<file path="config.mk">
export PLATFORM = sky130hd
export DESIGN_NAME = tick_scheduler_flat
export DESIGN_NICKNAME = d
export VERILOG_FILES = /design/src/rtl/tick_scheduler_if.sv /design/src/rtl/tick_scheduler.sv /design/src/flat_wrapper.sv
export SDC_FILE = /design/constraint.sdc
export NUM_CORES = 1
export LEC_CHECK = 0
export ABC_CLOCK_PERIOD_IN_PS = 3200
export CAP_MARGIN = 10
export CORE_MARGIN = 3
export CORE_UTILIZATION = 30
export CTS_CLUSTER_DIAMETER = 200
export CTS_CLUSTER_SIZE = 14
export DETAILED_ROUTE_END_ITERATION = 8
export PLACE_DENSITY_LB_ADDON = 0.08
export SYNTH_ARGS = -nofsm -noshare
export SYNTH_HDL_FRONTEND = slang
export SYNTH_SLANG_ARGS = --single-unit
</file>
<file path="constraint.sdc">
create_clock -name CLK_IN -period 3.2 [get_ports CLK_IN]
set_clock_uncertainty 0.1 [all_clocks]
set_input_delay 0.64 -clock CLK_IN [delete_from_list [all_inputs] [get_ports CLK_IN]]
set_output_delay 0.64 -clock CLK_IN [all_outputs]
set_load 0.1 [all_outputs]
</file>
<file path="src/rtl/tick_scheduler_if.sv">
// Configuration, strobe and pulse bundle for tick_scheduler.
// The IRQ signals exist only when TICK_SCHED_IRQ_EN is defined.
interface tick_scheduler_if #(
  parameter int NUM_CH   = 4,
  parameter int PERIOD_W = 8
);
  localparam int CH_W = (NUM_CH > 1) ? $clog2(NUM_CH) : 1;

  logic                CFG_WE;
  logic [CH_W-1:0]     CFG_CH;
  logic [PERIOD_W-1:0] CFG_PERIOD;
  logic                CFG_ONESHOT;
  logic [NUM_CH-1:0]   START;
  logic [NUM_CH-1:0]   STOP;
  logic                TICK_OUT;
  logic [NUM_CH-1:0]   PULSE_OUT;
  logic [NUM_CH-1:0]   BUSY;
`ifdef TICK_SCHED_IRQ_EN
  logic [NUM_CH-1:0]   IRQ_ACK;
  logic [NUM_CH-1:0]   IRQ_PEND;
  logic                IRQ;
`endif

  modport master (
    output CFG_WE, CFG_CH, CFG_PERIOD, CFG_ONESHOT,
    output START, STOP,
    input  TICK_OUT, PULSE_OUT, BUSY
`ifdef TICK_SCHED_IRQ_EN
    , output IRQ_ACK
    , input  IRQ_PEND, IRQ
`endif
  );

  modport slave (
    input  CFG_WE, CFG_CH, CFG_PERIOD, CFG_ONESHOT,
    input  START, STOP,
    output TICK_OUT, PULSE_OUT, BUSY
`ifdef TICK_SCHED_IRQ_EN
    , input  IRQ_ACK
    , output IRQ_PEND, IRQ
`endif
  );
endinterface

</file>
<file path="src/rtl/tick_scheduler.sv">
// Shared prescaled tick driving NUM_CH programmable pulse channels.
// Optional interrupt pending/ack logic under TICK_SCHED_IRQ_EN.
module tick_scheduler #(
  parameter int FREQ_IN   = 1000,
  parameter int FREQ_TICK = 100,
  parameter int NUM_CH    = 4,
  parameter int PERIOD_W  = 8
) (
  input  logic           CLK_IN,
  input  logic           RST_N,
  tick_scheduler_if.slave bus
);
  localparam int DIVIDER = FREQ_IN / FREQ_TICK;
  localparam int PS_W    = $clog2(DIVIDER);
  localparam int CH_W    = (NUM_CH > 1) ? $clog2(NUM_CH) : 1;

  logic [PS_W-1:0] ps_q, ps_d;
  logic            tick_int;
  logic            tick_q;

  logic [NUM_CH-1:0] run_q, run_d;
  logic [NUM_CH-1:0] mode_q, mode_d;
  logic [NUM_CH-1:0] pulse_q, pulse_d;
  logic [NUM_CH-1:0][PERIOD_W-1:0] per_q, per_d;
  logic [NUM_CH-1:0][PERIOD_W-1:0] cnt_q, cnt_d;

  logic              cfg_ok;
  logic [NUM_CH-1:0] wr;
  logic [NUM_CH-1:0] kill;
  logic [NUM_CH-1:0] term;

  assign tick_int = (ps_q == PS_W'(DIVIDER - 1));

  always_comb begin
    ps_d = tick_int ? '0 : ps_q + PS_W'(1);
  end

  assign cfg_ok = bus.CFG_WE && (int'(bus.CFG_CH) < NUM_CH);

  // Terminal uses >= so a period shrunk below the count fires next tick.
  always_comb begin
    wr   = '0;
    kill = '0;
    term = '0;
    for (int i = 0; i < NUM_CH; i++) begin
      wr[i]   = cfg_ok && (bus.CFG_CH == CH_W'(i));
      kill[i] = wr[i] && (bus.CFG_PERIOD == '0);
      term[i] = tick_int &&
                (cnt_q[i] >= per_q[i] - PERIOD_W'(1));
    end
  end

  always_comb begin
    run_d  = run_q;
    cnt_d  = cnt_q;
    per_d  = per_q;
    mode_d = mode_q;
    for (int i = 0; i < NUM_CH; i++) begin
      if (wr[i]) begin
        per_d[i]  = bus.CFG_PERIOD;
        mode_d[i] = bus.CFG_ONESHOT;
      end
      if (!run_q[i]) begin
        if (bus.START[i] && !bus.STOP[i] &&
            per_q[i] != '0) begin
          run_d[i] = 1'b1;
          cnt_d[i] = '0;
        end
      end else begin
        if (bus.STOP[i]) begin
          run_d[i] = 1'b0;
          cnt_d[i] = '0;
        end else if (bus.START[i]) begin
          cnt_d[i] = '0;
        end else if (term[i]) begin
          cnt_d[i] = '0;
          if (mode_q[i]) run_d[i] = 1'b0;
        end else if (tick_int) begin
          cnt_d[i] = cnt_q[i] + PERIOD_W'(1);
        end
      end
      if (kill[i]) begin
        run_d[i] = 1'b0;
        cnt_d[i] = '0;
      end
    end
  end

  always_comb begin
    pulse_d = '0;
    for (int i = 0; i < NUM_CH; i++) begin
      pulse_d[i] = run_q[i] && term[i] &&
                   !bus.STOP[i] && !bus.START[i] &&
                   !kill[i];
    end
  end

  always_ff @(posedge CLK_IN or negedge RST_N) begin
    if (!RST_N) begin
      ps_q    <= '0;
      tick_q  <= 1'b0;
      run_q   <= '0;
      mode_q  <= '0;
      pulse_q <= '0;
      per_q   <= '0;
      cnt_q   <= '0;
    end else begin
      ps_q    <= ps_d;
      tick_q  <= tick_int;
      run_q   <= run_d;
      mode_q  <= mode_d;
      pulse_q <= pulse_d;
      per_q   <= per_d;
      cnt_q   <= cnt_d;
    end
  end

  assign bus.TICK_OUT  = tick_q;
  assign bus.PULSE_OUT = pulse_q;
  assign bus.BUSY      = run_q;

`ifdef TICK_SCHED_IRQ_EN
  logic [NUM_CH-1:0] pend_q, pend_d;
  logic              irq_q, irq_d;

  // A new pulse wins over an ack arriving in the same cycle.
  always_comb begin
    pend_d = (pend_q & ~bus.IRQ_ACK) | pulse_d;
    irq_d  = |pend_d;
  end

  always_ff @(posedge CLK_IN or negedge RST_N) begin
    if (!RST_N) begin
      pend_q <= '0;
      irq_q  <= 1'b0;
    end else begin
      pend_q <= pend_d;
      irq_q  <= irq_d;
    end
  end

  assign bus.IRQ_PEND = pend_q;
  assign bus.IRQ      = irq_q;
`endif
endmodule

</file>
<file path="src/flat_wrapper.sv">
// flat-port wrapper written by rule: the top's interface ports become plain ports
module tick_scheduler_flat 
#(
  parameter int FREQ_IN   = 1000,
  parameter int FREQ_TICK = 100,
  parameter int NUM_CH    = 4,
  parameter int PERIOD_W  = 8
)
  (CLK_IN, RST_N, bus_CFG_WE, bus_CFG_CH, bus_CFG_PERIOD, bus_CFG_ONESHOT, bus_START, bus_STOP, bus_TICK_OUT, bus_PULSE_OUT, bus_BUSY);
  tick_scheduler_if #(.NUM_CH(NUM_CH), .PERIOD_W(PERIOD_W)) bus_i ();
  input  logic CLK_IN;
  input  logic RST_N;
  input wire logic [$bits(bus_i.CFG_WE)-1:0] bus_CFG_WE;
  input wire logic [$bits(bus_i.CFG_CH)-1:0] bus_CFG_CH;
  input wire logic [$bits(bus_i.CFG_PERIOD)-1:0] bus_CFG_PERIOD;
  input wire logic [$bits(bus_i.CFG_ONESHOT)-1:0] bus_CFG_ONESHOT;
  input wire logic [$bits(bus_i.START)-1:0] bus_START;
  input wire logic [$bits(bus_i.STOP)-1:0] bus_STOP;
  output wire logic [$bits(bus_i.TICK_OUT)-1:0] bus_TICK_OUT;
  output wire logic [$bits(bus_i.PULSE_OUT)-1:0] bus_PULSE_OUT;
  output wire logic [$bits(bus_i.BUSY)-1:0] bus_BUSY;
  assign bus_i.CFG_WE = bus_CFG_WE;
  assign bus_i.CFG_CH = bus_CFG_CH;
  assign bus_i.CFG_PERIOD = bus_CFG_PERIOD;
  assign bus_i.CFG_ONESHOT = bus_CFG_ONESHOT;
  assign bus_i.START = bus_START;
  assign bus_i.STOP = bus_STOP;
  assign bus_TICK_OUT = bus_i.TICK_OUT;
  assign bus_PULSE_OUT = bus_i.PULSE_OUT;
  assign bus_BUSY = bus_i.BUSY;
  tick_scheduler #(.FREQ_IN(FREQ_IN), .FREQ_TICK(FREQ_TICK), .NUM_CH(NUM_CH), .PERIOD_W(PERIOD_W)) u_core (.CLK_IN(CLK_IN), .RST_N(RST_N), .bus(bus_i));
endmodule
</file>
==> results of run 1 <==
-- worst max-delay path: stages (launching register included) --
cell and delay (ns):
dfrtp_1 0.40, or4_1 0.59, nor4_1 0.25, xnor2_1 0.12, ha_1 0.30, nand2_1 0.07, o21ai_0 0.18, a21oi_1 0.09
o211ai_1 0.43, buf_4 0.20, o21ai_0 0.07
-- worst max path at each step --
stage,start,end,slack [ns],cells past startpoint
after floorplan,u_core.per_q[21]$_DFFE_PN0P_,u_core.cnt_q[19]$_DFFE_PN0P_,0.24,9
after global placement,bus_CFG_PERIOD[5],u_core.cnt_q[16]$_DFFE_PN0P_,0.17,8
after detailed placement,bus_CFG_PERIOD[0],u_core.cnt_q[16]$_DFFE_PN0P_,0.16,8
after CTS,u_core.per_q[21]$_DFFE_PN0P_,u_core.cnt_q[19]$_DFFE_PN0P_,0.25,9
after global routing,u_core.per_q[21]$_DFFE_PN0P_,u_core.cnt_q[17]$_DFFE_PN0P_,0.008,10
final,u_core.per_q[21]$_DFFE_PN0P_,u_core.cnt_q[16]$_DFFE_PN0P_,0.28,10
-- state kept, by name, indices dropped and copies added, names as in the netlist --
name,cells
u_core.ps_q,4
u_core.mode_q,4
u_core.cnt_q,32
u_core.bus.BUSY,4
u_core.bus.TICK_OUT,1
u_core.per_q,32
u_core.bus.PULSE_OUT,4
-- per-stage QoR --
| stage | hold slack, ns | std cells |
|---|---|---|
| 2_1_floorplan | 0.244 | 508 |
| 3_3_place_gp | 0.374 | 774 |
| 3_5_place_dp | 0.373 | 774 |
| 4_1_cts | 0.178 | 790 |
| 5_1_grt | 0.211 | 790 |
| 6_report | 0.164 | 790 |
-- where the power goes --
part	total, uW	internal, uW	leakage (uW)	switching, uW
registers	1230	1120	0.00104	112
clock network	1210	763	0.000162	452
logic	632	297	0.00134	335
-- area by class of cell --
| cell class | count | area (sq um) |
|---|---|---|
| Fill cell | 1637 | 10100 |
| Multi-Input combinational cell | 391 | 2870 |
| Sequential cell | 81 | 2030 |
| Timing Repair Buffer | 56 | 483 |
| Tap cell | 216 | 270 |
| Clock buffer | 9 | 225 |
| Clock inverter | 7 | 119 |
| Inverter | 30 | 115 |
-- per-layer routing --
layer	vias to the layer above	global-route usage	wire length, microns
met5	-	0	0
met1	1946	0.191	6160
met4	0	0.0482	192
met2	48	0.250	6210
met3	14	0.0230	269
li1	2007	-	-
-- cell families after synthesis --
logic type               Yosys count  synth area share
AO/OA/AOI/OAI                    111             0.148
XOR/XNOR                          37            0.0644
adder cells (fa/ha/maj)           44             0.109
buffers and inverters             36            0.0276
flip-flops                        81             0.403
multiplexers                      36            0.0803
AND/OR/NAND/NOR                  163             0.168
-- layout by cell type (no fill, tap or decap), types with 2 or more instances in the layout --
| cell | instances |
|---|---|
| or4_1 | 3 |
| nor4_1 | 9 |
| o211ai_1 | 7 |
| o2111ai_1 | 8 |
| nor3_1 | 10 |
| a211oi_1 | 9 |
| mux2_2 | 35 |
| o311ai_1 | 2 |
| xor2_1 | 11 |
| a311o_1 | 3 |
| nand3_1 | 13 |
| clkbuf_16 | 9 |
| or3_1 | 7 |
| clkinvlp_4 | 2 |
| or4_4 | 2 |
| bufinv_16 | 3 |
| nand3b_1 | 4 |
| nand2_1 | 54 |
| a311oi_1 | 2 |
| inv_1 | 29 |
| clkdlybuf4s50_1 | 20 |
| nand2b_1 | 4 |
| ha_1 | 44 |
| and2_1 | 3 |
| a31oi_1 | 9 |
| nand4_1 | 8 |
| a21oi_1 | 28 |
| nor3b_1 | 4 |
| a2111oi_0 | 2 |
| dfrtp_1 | 81 |
| or2_2 | 2 |
| o21ai_0 | 24 |
| o31ai_1 | 7 |
| nor2_1 | 29 |
| nor2b_1 | 3 |
| and4_1 | 3 |
| xnor2_1 | 26 |
| o31ai_2 | 2 |
| buf_4 | 35 |
==> impl_metrics.py, run 1 <==
metrics = {
    "drt": {
        "first_pass_iters": 6,
        "vias": 4015,
        "totalWireLength_mm": 12.8,
        "drc": 0,
        "drt_iter0_drc": 146,
        "wl_per_cell_microns": 16.2,
        "ant_nets": 0,
        "viasPerCell": 5.08,
    },
    "yosys": {
        "avgSynthCellArea_sq_um": 9.91,
        "syn_inst": 508,
        "ys_top_cells_by_count": "81 x dfrtp_1, 54 x nand2_1, 44 x ha_1",
        "ys_seq_area_frac": 0.403,
        "yosysMostFrequentCell": "dfrtp_1",
        "yosys-top-cells-area": "dfrtp_1 40%, ha_1 11%, mux2_2 7.8%, xnor2_1 4.5%, nand2_1 4.0%",
        "synth_edf_count": 0,
        "netlist-cell-type-count": 52,
        "syn-cell-area_sq_um": 5030,
        "synth.largest_area_cell": "dfrtp_1",
        "synthFlopType": "dfrtp_1",
        "async_flop_share": 1.00,
        "ys_seq_elements": 81,
        "syn_nets": 574,
        "yosysWarnings": 0,
        "synth_top_area_frac": 0.403,
    },
    "global_route": {
        "grt_antenna_before_repair": 0,
        "first_global_vias": 4062,
        "grt_pass1_wl_mm": 21.2,
        "grt_max_degree": 46,
        "gr-total-overflow": 0,
        "grt_use_total": 0.147,
    },
    "place": {
        "gp_congestion": 0.793,
        "place_ws_ns": 0.158,
        "dp.final_hpwl_mm": 9.72,
        "place_area_sq_um": 5760,
        "port_buffers": 30,
    },
    "die": {
        "io_pins": 31,
        "initial_core_util": 0.311,
        "core-area_sq_um": 16200,
        "die_width_microns": 136,
        "num_rows": 46,
        "dieHeight_microns": 136,
        "dieArea_sq_um": 18400,
    },
    "clock_tree": {
        "cts_buffers": 9,
        "cts_buffer_depth": 2,
        "cts-root-buf": "clkbuf_16",
        "insertion_delay_ns": 0.34,
        "h-tree-depth": 3,
        "cts_tree": "built",
        "cts.clk_slew.worst_paths_ns": 0.06,
        "holdBufCountCts": 0,
        "cts_setup_buffers": 0,
        "cts_resized": 0,
        "clock-sinks": 81,
    },
    "finish": {
        "fin_util": 0.378,
        "final_nets": 635,
        "postLayoutCellArea_sq_um": 6110,
        "final_layout_size_suffix_gt1_frac": 0.172,
        "area_growth_pct": 21.3,
        "diodes": 0,
    },
    "timing": {
        "worst_pin_slew_ns": 0.700,
        "hold_viol_final": 0,
        "slew_violations": 0,
        "finalCriticalPeriod_ns": 2.93,
        "setup_violations": 0,
        "max_freq_ghz": 0.342,
        "timing.final.ws_setup_ns": 0.275,
        "rsz0062_at_grt": "false",
        "timing.setup.tns_ns": 0,
        "period_share": 0.914,
        "max_slew_margin": 0.533,
    },
    "power": {
        "p_per_area_nw_per_um2": 504,
        "p_leak_uw": 0.00254,
        "finalPower_uw": 3080,
        "ir_drop_mv": 0.301,
    },
    "setup_path": {
        "cp_max_fo": 5,
        "rr_endpoint": "u_core.cnt_q[16]$_DFFE_PN0P_",
        "path_class": "reg -> reg",
        "cp-start-kind": "flop",
        "worstRegToRegCells": 10,
        "r2r_setup_slack_ns": 0.28,
        "arrival_ns": 3.04,
        "reg2reg_from": "u_core.per_q[21]$_DFFE_PN0P_",
        "worstPathRequired_ns": 3.32,
        "endpoint_kind": "flop",
    },
    "hold_path": {
        "hold_class": "in -> async",
    },
    "run_status": {
        "status": "completed",
    },
    "flow_run": {
        "maxCapViolCount": 0,
    },
}
(Power assumes the default switching activity.)
==> run 2, diff against run 1 <==
CORE_MARGIN = 5   (was 3)
==> run 2 against run 1 <==
- via count fell by 0.75%
- total power fell by 2.9%
- count of clock-buffer cells in the layout rose by 2
- sequential cell count did not move
- routed wire length fell by 0.27%
- global-route usage fell by 1.1 points
- non-clock buffer count did not move
- worst setup slack improved by 0.045 ns
- final cell count rose by 0.25%
- critical path type unchanged
==> impl_metrics.py, run 2 (synthesis results as in run 1) <==
metrics = {
    "die": {
        "dieHeight_microns": 140,
        "dieArea_sq_um": 19500,
        "initial_core_util": 0.305,
        "num_rows": 47,
        "io_pins": 31,
        "core-area_sq_um": 16500,
        "die_width_microns": 140,
    },
    "place": {
        "dp.final_hpwl_mm": 9.52,
        "gp_congestion": 0.790,
        "place_ws_ns": 0.114,
        "dpl.cell_count": 778,
        "port_buffers": 30,
    },
    "run_status": {
        "status": "completed",
    },
    "drt": {
        "first_pass_iters": 5,
        "drc": 0,
        "vias": 3985,
        "viasPerCell": 5.03,
        "wl_per_cell_microns": 16.1,
        "drt_iter0_drc": 177,
        "ant_nets": 0,
        "totalWireLength_mm": 12.8,
    },
    "setup_path": {
        "path_class": "reg -> reg",
        "worstPathRequired_ns": 3.31,
        "critical_path.cell_chain": "or4_1 -> nor4_1 -> xnor2_1 -> ha_1 -> a21oi_1 -> o21ai_0 -> a21oi_1 -> o211ai_1 -> o311ai_0",
        "crit_family": "compound AO/OA/AOI/OAI gates",
        "cp_common_cell": "a21oi_1",
        "endpoint_kind": "flop",
        "cp_max_fo": 5,
        "max_stage_delay_ns": 0.59,
        "cp-start-kind": "flop",
        "cp_num_buf_inv": 0,
        "cp_slowest_cell": "or4_1",
        "arrival_ns": 2.99,
    },
    "timing": {
        "slew_violations": 0,
        "timing.final.ws_setup_ns": 0.320,
        "worst_pin_slew_ns": 0.669,
        "max_freq_ghz": 0.347,
        "rsz0062_at_grt": "false",
        "setup_violations": 0,
        "period_share": 0.900,
        "hold_slack_ns": 0.181,
        "finalCriticalPeriod_ns": 2.88,
        "timing.setup.tns_ns": 0,
        "max_slew_margin": 0.554,
        "hold_viol_final": 0,
    },
    "finish": {
        "finalNonFillerCells": 792,
        "final_nets": 635,
        "layout_common_cells": "81 x dfrtp_1, 54 x nand2_1, 44 x ha_1",
        "area_growth_pct": 20.9,
        "reg_top3": "u_core.cnt_q (32), u_core.per_q (32)",
        "final_layout_size_suffix_gt1_frac": 0.170,
        "diodes": 0,
        "final_common_cell": "dfrtp_1",
        "fillCellCount": 1638,
    },
    "global_route": {
        "grt_pass1_wl_mm": 21.4,
        "met2_usage": 0.226,
        "grt_util_met1": 0.178,
        "grt.busiest_layer": "met2",
        "grt_util_met3": 0.0288,
        "gr-total-overflow": 0,
        "first_global_vias": 4072,
        "grt_use_total": 0.136,
        "grt_antenna_before_repair": 0,
        "grt_max_degree": 82,
    },
    "power": {
        "ir_drop_mv": 0.247,
        "p_per_area_nw_per_um2": 491,
        "p_leak_uw": 0.00253,
        "finalPower_uw": 2990,
    },
    "clock_tree": {
        "cts_resized": 0,
        "clock-sinks": 81,
        "cts.clk_slew.worst_paths_ns": 0.06,
        "cts-root-buf": "clkbuf_16",
        "cts_tree": "built",
        "insertion_delay_ns": 0.34,
        "cts_setup_buffers": 0,
        "h-tree-depth": 3,
        "cts_buffers": 9,
        "cts_buffer_depth": 2,
        "holdBufCountCts": 0,
    },
    "hold_path": {
        "hold_class": "in -> async",
    },
    "flow_run": {
        "maxCapViolCount": 0,
    },
}
-- run 2: cell count changes in the layout (fill, tap and decap cells not counted), sizes merged --
| cell | delta |
|---|---|
| bufinv | -1 |
| clkbuf | +2 |
| clkinv | -1 |
| clkinvlp | -2 |
-- run 2: final cells by class --
class	count	area, sq um	area share
inverters	30	115	0.0189
multi-input cells	391	2870	0.471
flip-flops and latches	81	2030	0.333
well taps	220	275	0.0452
clock inverters	3	65.1	0.0107
clock buffers	11	253	0.0415
repair buffers	56	483	0.0793
-- run 2: per-stage QoR --
stage,utilization,area [sq um]
6_report,0.368,6090
5_1_grt,0.368,6090
4_1_cts,0.368,6090
3_5_place_dp,0.349,5770
3_3_place_gp,0.349,5770
2_1_floorplan,-,5030
-- run 2: path summary, 6_finish.rpt --
kind | slack [ns] | from | cells after the start | to
worst max-delay path | 0.32 | u_core.per_q[21]$_DFFE_PN0P_ | 9 | u_core.cnt_q[18]$_DFFE_PN0P_
worst min-delay path | 0.18 | RST_N | 2 | u_core.bus.BUSY[3]$_DFF_PN0_
worst max register to register | 0.32 | u_core.per_q[21]$_DFFE_PN0P_ | 9 | u_core.cnt_q[18]$_DFFE_PN0P_
worst min register to register | 0.37 | u_core.mode_q[0]$_DFFE_PN0P_ | 1 | u_core.bus.BUSY[0]$_DFF_PN0_
max in group asynchronous | 2.36 | RST_N | 2 | u_core.cnt_q[23]$_DFFE_PN0P_
min in group CLK_IN | 0.37 | u_core.mode_q[0]$_DFFE_PN0P_ | 1 | u_core.bus.BUSY[0]$_DFF_PN0_
-- run 2: metal layers --
metal / vias to the layer above / part of all wire
li1: 1989 / -
met1: 1928 / 0.48
met2: 58 / 0.48
met3: 10 / 0.025
met4: 0 / 0.014
met5: - / 0
-- run 2: power breakdown --
| group | internal [uW] | switching, uW | leakage (uW) | total [uW] |
|---|---|---|---|---|
| clock network | 716 | 411 | 0.000157 | 1130 |
| logic | 296 | 333 | 0.00133 | 629 |
| registers | 1120 | 111 | 0.00104 | 1230 |
